## config.mk

```make
export PLATFORM = sky130hd
export DESIGN_NAME = uart_tx_serializer_flat
export DESIGN_NICKNAME = d
export VERILOG_FILES = /design/src/rtl/uart_tx_serializer_if.sv /design/src/rtl/uart_tx_serializer.sv /design/src/flat_wrapper.sv
export SDC_FILE = /design/constraint.sdc
export NUM_CORES = 1
export LEC_CHECK = 0
export BUFFER_PORTS_ARGS = -buffer_cell sky130_fd_sc_hd__buf_2
export CAP_MARGIN = 20
export CORE_MARGIN = 3
export CORE_UTILIZATION = 53
export CTS_CLUSTER_DIAMETER = 50
export DETAILED_ROUTE_END_ITERATION = 16
export PLACE_DENSITY = 0.81
export SYNTH_ARGS = -nofsm -noshare
export SYNTH_HDL_FRONTEND = slang
export SYNTH_SLANG_ARGS = --single-unit
```

## constraint.sdc

```tcl
create_clock -name clk -period 2.1 [get_ports clk]
set_input_delay 0.315 -clock clk [delete_from_list [all_inputs] [get_ports clk]]
set_output_delay 0.315 -clock clk [all_outputs]
set_load 0.05 [all_outputs]
```

## src/rtl/uart_tx_serializer_if.sv

```systemverilog
// ----------------------------------------------------------------------------
// uart_tx_serializer_if
// Read-side link between the transmit byte FIFO and the UART serializer.
//   fifo_data    : FIFO registered data output, valid the cycle after a strobe
//   fifo_p_empty : FIFO empty flag, active high
//   fifo_n_re    : read strobe, active low, one-cycle pulse
// Modports:
//   master : serializer side (drives the read strobe)
//   slave  : FIFO side (drives data and empty flag)
// ----------------------------------------------------------------------------
interface uart_tx_serializer_if;
    logic [7:0] fifo_data;
    logic       fifo_p_empty;
    logic       fifo_n_re;

    modport master (
        input  fifo_data,
        input  fifo_p_empty,
        output fifo_n_re
    );

    modport slave (
        output fifo_data,
        output fifo_p_empty,
        input  fifo_n_re
    );
endinterface

```

## src/rtl/uart_tx_serializer.sv

```systemverilog
// ----------------------------------------------------------------------------
// uart_tx_serializer
// Pops bytes from the transmit FIFO and shifts them onto the UART TX line:
// start bit, 8 data bits LSB-first, optional parity, 1 or 2 stop bits.
// Ports:
//   clk, rst      : system clock, asynchronous active-high reset
//   enable_i      : permits a new frame to start (sampled in idle only)
//   fifo          : FIFO read link (data, empty flag, active-low read strobe)
//   parity_en_i   : append a parity bit
//   parity_odd_i  : 1 = odd parity, 0 = even parity
//   stop2_i       : 1 = two stop bits
//   tx_o          : serial line, idles high
//   busy_o        : high whenever not idle
//   frame_done_o  : one-cycle pulse in the last clock of the final stop bit
// All outputs are registered; config inputs are latched once per frame.
// ----------------------------------------------------------------------------
module uart_tx_serializer #(
    parameter logic [15:0] BAUD_DIV = 16'd347
) (
    input  logic                        clk,
    input  logic                        rst,
    input  logic                        enable_i,
    uart_tx_serializer_if.master        fifo,
    input  logic                        parity_en_i,
    input  logic                        parity_odd_i,
    input  logic                        stop2_i,
    output logic                        tx_o,
    output logic                        busy_o,
    output logic                        frame_done_o
);

    typedef enum logic [2:0] {
        StIdle,
        StFetch,
        StLoad,
        StStart,
        StData,
        StParity,
        StStop
    } state_e;

    state_e      state_q;
    logic [15:0] cnt_q;
    logic [7:0]  shift_q;
    logic [2:0]  bit_idx_q;
    logic        par_en_q;
    logic        stop2_q;
    logic        parity_bit_q;
    logic        tx_q;
    logic        n_re_q;
    logic        busy_q;
    logic        done_q;

    logic        bit_tick;
    logic        counting;
    logic        last_stop;

    assign bit_tick  = (cnt_q == BAUD_DIV - 16'd1);
    assign counting  = (state_q == StStart) || (state_q == StData) ||
                       (state_q == StParity) || (state_q == StStop);
    assign last_stop = stop2_q ? (bit_idx_q == 3'd1) : (bit_idx_q == 3'd0);

    always_ff @(posedge clk or posedge rst) begin
        if (rst) begin
            state_q      <= StIdle;
            cnt_q        <= 16'd0;
            shift_q      <= 8'd0;
            bit_idx_q    <= 3'd0;
            par_en_q     <= 1'b0;
            stop2_q      <= 1'b0;
            parity_bit_q <= 1'b0;
            tx_q         <= 1'b1;
            n_re_q       <= 1'b1;
            busy_q       <= 1'b0;
            done_q       <= 1'b0;
        end else begin
            n_re_q <= 1'b1;
            done_q <= 1'b0;

            if (counting) begin
                cnt_q <= bit_tick ? 16'd0 : cnt_q + 16'd1;
            end

            case (state_q)
                StIdle: begin
                    tx_q <= 1'b1;
                    if (enable_i && !fifo.fifo_p_empty) begin
                        state_q <= StFetch;
                        n_re_q  <= 1'b0;
                        busy_q  <= 1'b1;
                    end
                end

                // Strobe is already on the line this cycle; FIFO data lands next cycle.
                StFetch: begin
                    state_q <= StLoad;
                end

                StLoad: begin
                    shift_q      <= fifo.fifo_data;
                    par_en_q     <= parity_en_i;
                    stop2_q      <= stop2_i;
                    parity_bit_q <= (^fifo.fifo_data) ^ parity_odd_i;
                    cnt_q        <= 16'd0;
                    bit_idx_q    <= 3'd0;
                    tx_q         <= 1'b0;
                    state_q      <= StStart;
                end

                // tx_q is registered, so each bit is loaded on the tick ending the
                // previous bit; the shift register therefore runs one bit ahead.
                StStart: begin
                    if (bit_tick) begin
                        tx_q    <= shift_q[0];
                        shift_q <= {1'b0, shift_q[7:1]};
                        state_q <= StData;
                    end
                end

                StData: begin
                    if (bit_tick) begin
                        if (bit_idx_q == 3'd7) begin
                            bit_idx_q <= 3'd0;
                            if (par_en_q) begin
                                tx_q    <= parity_bit_q;
                                state_q <= StParity;
                            end else begin
                                tx_q    <= 1'b1;
                                state_q <= StStop;
                            end
                        end else begin
                            bit_idx_q <= bit_idx_q + 3'd1;
                            tx_q      <= shift_q[0];
                            shift_q   <= {1'b0, shift_q[7:1]};
                        end
                    end
                end

                StParity: begin
                    if (bit_tick) begin
                        tx_q      <= 1'b1;
                        bit_idx_q <= 3'd0;
                        state_q   <= StStop;
                    end
                end

                StStop: begin
                    // Set one clock early so the registered pulse lines up with the tick.
                    if (last_stop && (cnt_q == BAUD_DIV - 16'd2)) begin
                        done_q <= 1'b1;
                    end
                    if (bit_tick) begin
                        if (last_stop) begin
                            state_q <= StIdle;
                            busy_q  <= 1'b0;
                        end else begin
                            bit_idx_q <= bit_idx_q + 3'd1;
                        end
                    end
                end

                default: begin
                    state_q <= StIdle;
                end
            endcase
        end
    end

    assign fifo.fifo_n_re = n_re_q;
    assign tx_o           = tx_q;
    assign busy_o         = busy_q;
    assign frame_done_o   = done_q;

endmodule

```

## src/flat_wrapper.sv

```systemverilog
// flat-port wrapper written by rule: the top's interface ports become plain ports
module uart_tx_serializer_flat 
#(
    parameter logic [15:0] BAUD_DIV = 16'd347
)
  (clk, rst, enable_i, parity_en_i, parity_odd_i, stop2_i, tx_o, busy_o, frame_done_o, fifo_fifo_data, fifo_fifo_p_empty, fifo_fifo_n_re);
  uart_tx_serializer_if fifo_i ();
  input  logic clk;
  input  logic rst;
  input  logic enable_i;
  input  logic parity_en_i;
  input  logic parity_odd_i;
  input  logic stop2_i;
  output logic tx_o;
  output logic busy_o;
  output logic frame_done_o;
  input wire logic [$bits(fifo_i.fifo_data)-1:0] fifo_fifo_data;
  input wire logic [$bits(fifo_i.fifo_p_empty)-1:0] fifo_fifo_p_empty;
  output wire logic [$bits(fifo_i.fifo_n_re)-1:0] fifo_fifo_n_re;
  assign fifo_i.fifo_data = fifo_fifo_data;
  assign fifo_i.fifo_p_empty = fifo_fifo_p_empty;
  assign fifo_fifo_n_re = fifo_i.fifo_n_re;
  uart_tx_serializer #(.BAUD_DIV(BAUD_DIV)) u_core (.clk(clk), .rst(rst), .enable_i(enable_i), .fifo(fifo_i), .parity_en_i(parity_en_i), .parity_odd_i(parity_odd_i), .stop2_i(stop2_i), .tx_o(tx_o), .busy_o(busy_o), .frame_done_o(frame_done_o));
endmodule
```

After elaboration in Yosys (flattened, before gate mapping). Index checks and enable logic that the tools add are counted.

Word-level logic and storage cells: 89. Input port bits: 15. Bits in registers: 37.

Add/sub/neg operators: 2. Muxes and demuxes: 37. Bitwise gates (word level): 1. Equal/unequal tests: 19. Reductions and logical operators: 19.

Operators by type and width (count): 16-bit two-way mux (3); 3-bit two-way mux (12); 16-bit by 9-bit equality test with 1-bit output, second input constant (2); 8-bit two-way mux (3); 8-bit case mux with 3 select lines (1); 3-bit case mux with 7 select lines (1); 16-bit by 1-bit adder with 16-bit output, second input constant (1); 1-bit two-way mux (13); 3-bit equality test, second input constant (4); 2-bit by 1-bit != test with 1-bit output, second input constant (6); 3-bit case mux with 4 select lines (1); 4-bit AND reduction (3); 8-bit XOR reduction (1); 7-bit AND reduction (1); 3-bit by 1-bit equality test with 1-bit output, second input constant (2); 3-bit by 2-bit equality test with 1-bit output, second input constant (2); 3-bit zero test (2); 2-bit != test, second input constant (3); 1-bit case mux with 5 select lines (1); 5-bit AND reduction (1); 5-bit nonzero test (1); 2-bit nonzero test (2); 4-bit nonzero test (1); 3-bit by 1-bit adder with 3-bit output, second input constant (1); 7 further kinds (10).

Logic depth before layout (Yosys ltp).
Depth after elaboration: 6. Gate-level depth with buffers: 8. Depth with buffers taken out: 7.

Worst setup path after synthesis. OpenSTA, ideal clock, no wires.

Kind: reg-to-reg. Start: register u_core.cnt_q[0]. End: register u_core.shift_q[0]. Stages on the path, launching flop included: 7. Data required time: 1975 ps. Library setup time: 125 ps. Setup slack: 301 ps. Buffers on the path: 0. Arrival time: 1674 ps. Clock period less this slack: 1799 ps. Cells stage by stage: dfrtp_1 > inv_1 > ha_1 > nor3b_2 > and4_4 > a31oi_4 > mux2_4.

Longest elaborated chain between the ends: 3. Elaborated cells on any way between the ends: 4. Classes of those cells: eq/ne: 3; reduce/logical: 1.

RTL lines: start: declaration (line uart_tx_serializer.sv:43) `logic [15:0] cnt_q;`; start signal: assignment (line uart_tx_serializer.sv:81) `cnt_q <= bit_tick ? 16'd0 : cnt_q + 16'd1;`; 16-bit by 9-bit equality test with 1-bit output (*) (line uart_tx_serializer.sv:58) `assign bit_tick = (cnt_q == BAUD_DIV - 16'd1);`; 2-bit by 1-bit != test with 1-bit output (no source line); 4-bit AND reduction (no source line) (*); end signal: assignment (line uart_tx_serializer.sv:100) `shift_q <= fifo.fifo_data;`; end signal: assignment (line uart_tx_serializer.sv:115) `shift_q <= {1'b0, shift_q[7:1]};`; end signal: assignment (line uart_tx_serializer.sv:134) `shift_q <= {1'b0, shift_q[7:1]};`; end: declaration (line uart_tx_serializer.sv:44) `logic [7:0] shift_q;`.

Every way passes the cells marked *; elsewhere a longest branch is shown, timed or not. A chain may end at the register's enable or synchronous reset.

Worst setup path after layout.
Start: register u_core.cnt_q[0]. End: register u_core.shift_q[3].

The elaborated chain is that of the path after synthesis.

==> impl_metrics.yaml <==
outcome:
  outcome: "completed"
cells_and_area:
  most_frequent_standard_cell_in_the_layout_excluding_fill_and_tap_cells: "sky130_fd_sc_hd__dfrtp_1"
  area_growth_pct: 10.7
  num_antenna_cells: 0
  num-fill-cells: 338
  final_nets: 260
  final_cell_mix: "35 x sky130_fd_sc_hd__dfrtp_1, 24 x sky130_fd_sc_hd__nor2_1, 22 x sky130_fd_sc_hd__nand2_1"
  layout-drive-gt1-share_pct: 28.5
global_routing:
  grt_pass1_vias: 1562
  largest_net_degree_at_the_start_of_global_routing: 38
  grt_first_pass_wirelength_um: 7410
  global_route.overflow_total: 0
  antenna_found_initial: 0
  grt_use_total_pct: 18.7
floorplanning:
  floorplan.die.width_um: 71.3
  placement_rows: 23
  ioPinCount: 19
  core_um2: 4060
  start_util_pct: 55.8
  die_y_um: 71.3
  dieArea_um2: 5090
clock_network:
  cts.sink_count: 37
  cts_post_setup_buffers_inserted: 0
  cts-buffers-inserted: 5
  cts.clk_slew.worst_paths_ps: 80
  worstSkewPairLatency_ps: 300
  clock_tree.htree_level_count: 2
  buffer_depth_of_the_longest_clock_path: 2
  clock_tree_from_tritoncts: "done"
  cts-root-buf: "sky130_fd_sc_hd__clkbuf_8"
setup_path:
  critPathCaptureType: "flop"
  critical_path_arrival_ps: 2130
  critical_path_class: "reg -> reg"
  worstPathRequired_ps: 2280
  launching_element_of_the_worst_setup_path: "u_core.cnt_q[0]"
  worst_setup_path_start_kind: "flop"
  crit_fanout: 8
  reg2reg_from: "u_core.cnt_q[0]"
sta:
  clock-skew-final_ps: 9.16
  max_clock_freq_mhz: 512
  hold_viol: 0
  report.final.setup_viol: 0
  post-route-worst-setup-slack_ps: 147
  timing.setup.tns_ps: 0
  report.final.slew_viol_count: 0
  rsz0062_at_grt: "no"
  slew-limit-headroom_pct: 69.2
  tightestPinTransition_ps: 462
  final_period_minus_worst_setup_slack_ps: 1950
  final_min_period_over_clock_period_pct: 93.0
detailed_routing:
  drt_iter0_drc: 148
  num_vias: 1604
  wire_per_inst_um: 14.6
  route.detailed.drc: 0
  firstDrtPassIters: 4
  routed_via_density: 5.55
  remaining_number_of_nets_flagged_by_the_antenna_check_after_routing: 0
  post_route_wl_um: 4210
logic_synthesis:
  synth-async-reset-ratio_pct: 100
  synth.top_cell.area_share_pct: 38.7
  synthFlopType: "sky130_fd_sc_hd__dfrtp_1"
  avgSynthCellArea_um2: 10.5
  syn-instance-count: 215
  number_of_flops_mapped_to_enable_cells_by_yosys: 0
  post_synth_instance_area_um2: 2260
  ys_types: 53
  ys_top_cells_by_area: "sky130_fd_sc_hd__dfrtp_1 39%, sky130_fd_sc_hd__xor2_1 5.0%, sky130_fd_sc_hd__mux2_4 4.6%, sky130_fd_sc_hd__nor2_1 4.0%, sky130_fd_sc_hd__ha_1 3.9%"
  yosysTopAreaCell: "sky130_fd_sc_hd__dfrtp_1"
  synth-seq-cells: 37
  ys_seq_area_share_pct: 41.0
  ys.warnings.count: 0
  synth_fp_nets: 237
power_and_ir_drop:
  cellLeakagePower_nw: 1.14
  ir_worst_vdd_v: 0.000618
  power.density_cell_area_nw_per_um2: 939
place:
  dp_slack_ps: 150
  io_buffers: 18
  detailed_place_hpwl_um: 3060
  place.gp.congestion: 0.920
run:
  cap_viol_max_count: 0
hold_path:
  min-delay-path-class: "in -> async"
[power by group]
group	switching (mW)	internal (mW)
sequential	0.180	0.890
clock	0.253	0.230
combinational	0.382	0.417
[stage by stage]
stage	area, µm²	utilization, %	power, mW	hold slack [ps]	std cells
after global routing	2500	61.7	2.53	188	289
after global placement	2420	59.7	1.84	448	281
after detailed placement	2420	59.7	1.87	448	281
final	2500	61.7	2.35	111	289
after floorplan	2260	-	1.68	420	215
after CTS	2500	61.7	2.37	129	289
[cell families after synthesis]
kind of cell / after synthesis / share of synthesized area (%)
adder cells (fa/ha/maj): 7 / 3.87
multiplexers: 18 / 9.90
flip-flops: 37 / 41.0
buffers and inverters: 17 / 3.71
AO/OA/AOI/OAI: 27 / 9.35
AND/OR/NAND/NOR: 87 / 23.6
XOR/XNOR: 22 / 8.52
[synth_stat cells, drive strengths merged, types with 3 or more instances]
cell type and count:
dfrtp 35, nor2 25, nand2 22, mux2 14
xor2 13, buf 10, nand3 9, xnor2 9
o21ai 8, ha 7, inv 6, a21oi 5
and3 5, nand4 5, a31oi 4, mux2i 4
nor4 4, nand2b 3, nor3 3
[final cells by class]
cell class	instances	area, µm²	area share, %
multi-input cells	161	1250	49.9
inverters	6	22.5	0.900
clock inverters	2	10.0	0.400
repair buffers	27	158	6.30
flip-flops and latches	37	928	37.1
well taps	50	62.6	2.50
clock buffers	6	72.6	2.90
[worst max-delay path, cell delays in order (launching register included)]
cell                      delay (ps)
sky130_fd_sc_hd__dfrtp_1         450
sky130_fd_sc_hd__inv_1            90
sky130_fd_sc_hd__ha_1            210
sky130_fd_sc_hd__nor3b_2         170
sky130_fd_sc_hd__and4_4          220
sky130_fd_sc_hd__a31oi_4         350
sky130_fd_sc_hd__mux2_4          350
[metal layers]
layer	part of all wire, %	GRT usage (%)
met2	47	28.0
met4	2.6	7.93
met5	0	0
met1	47	26.7
met3	3.5	3.23
[state kept, by name, indices dropped and copies added (netlist names)]
name and count:
u_core.fifo.fifo_n_re 1, u_core.par_en_q 1, u_core.tx_o 1, u_core.stop2_q 1
u_core.shift_q 8, u_core.parity_bit_q 1, u_core.bit_idx_q 3, u_core.cnt_q 16
u_core.busy_o 1, u_core.state_q 3, u_core.frame_done_o 1
[path summary, 6_finish.rpt]
kind / endpoint / slack [ps] / cells after the start
hold / removal: u_core.shift_q[6] / 110 / 3
setup reg to reg: u_core.shift_q[3] / 150 / 6
min in group clk: u_core.stop2_q / 200 / 3
max in group asynchronous: u_core.fifo.fifo_n_re / 1630 / 3
hold reg to reg: u_core.shift_q[7] / 510 / 1
setup / recovery: u_core.shift_q[3] / 150 / 6
[what timing repair did]
action / in CTS / in global routing
endpoints found under the setup margin: 0 / 3
hold buffers: 0 / 0
gates resized for setup: 0 / 0
No activity file was read; power rests on OpenSTA's default activity.
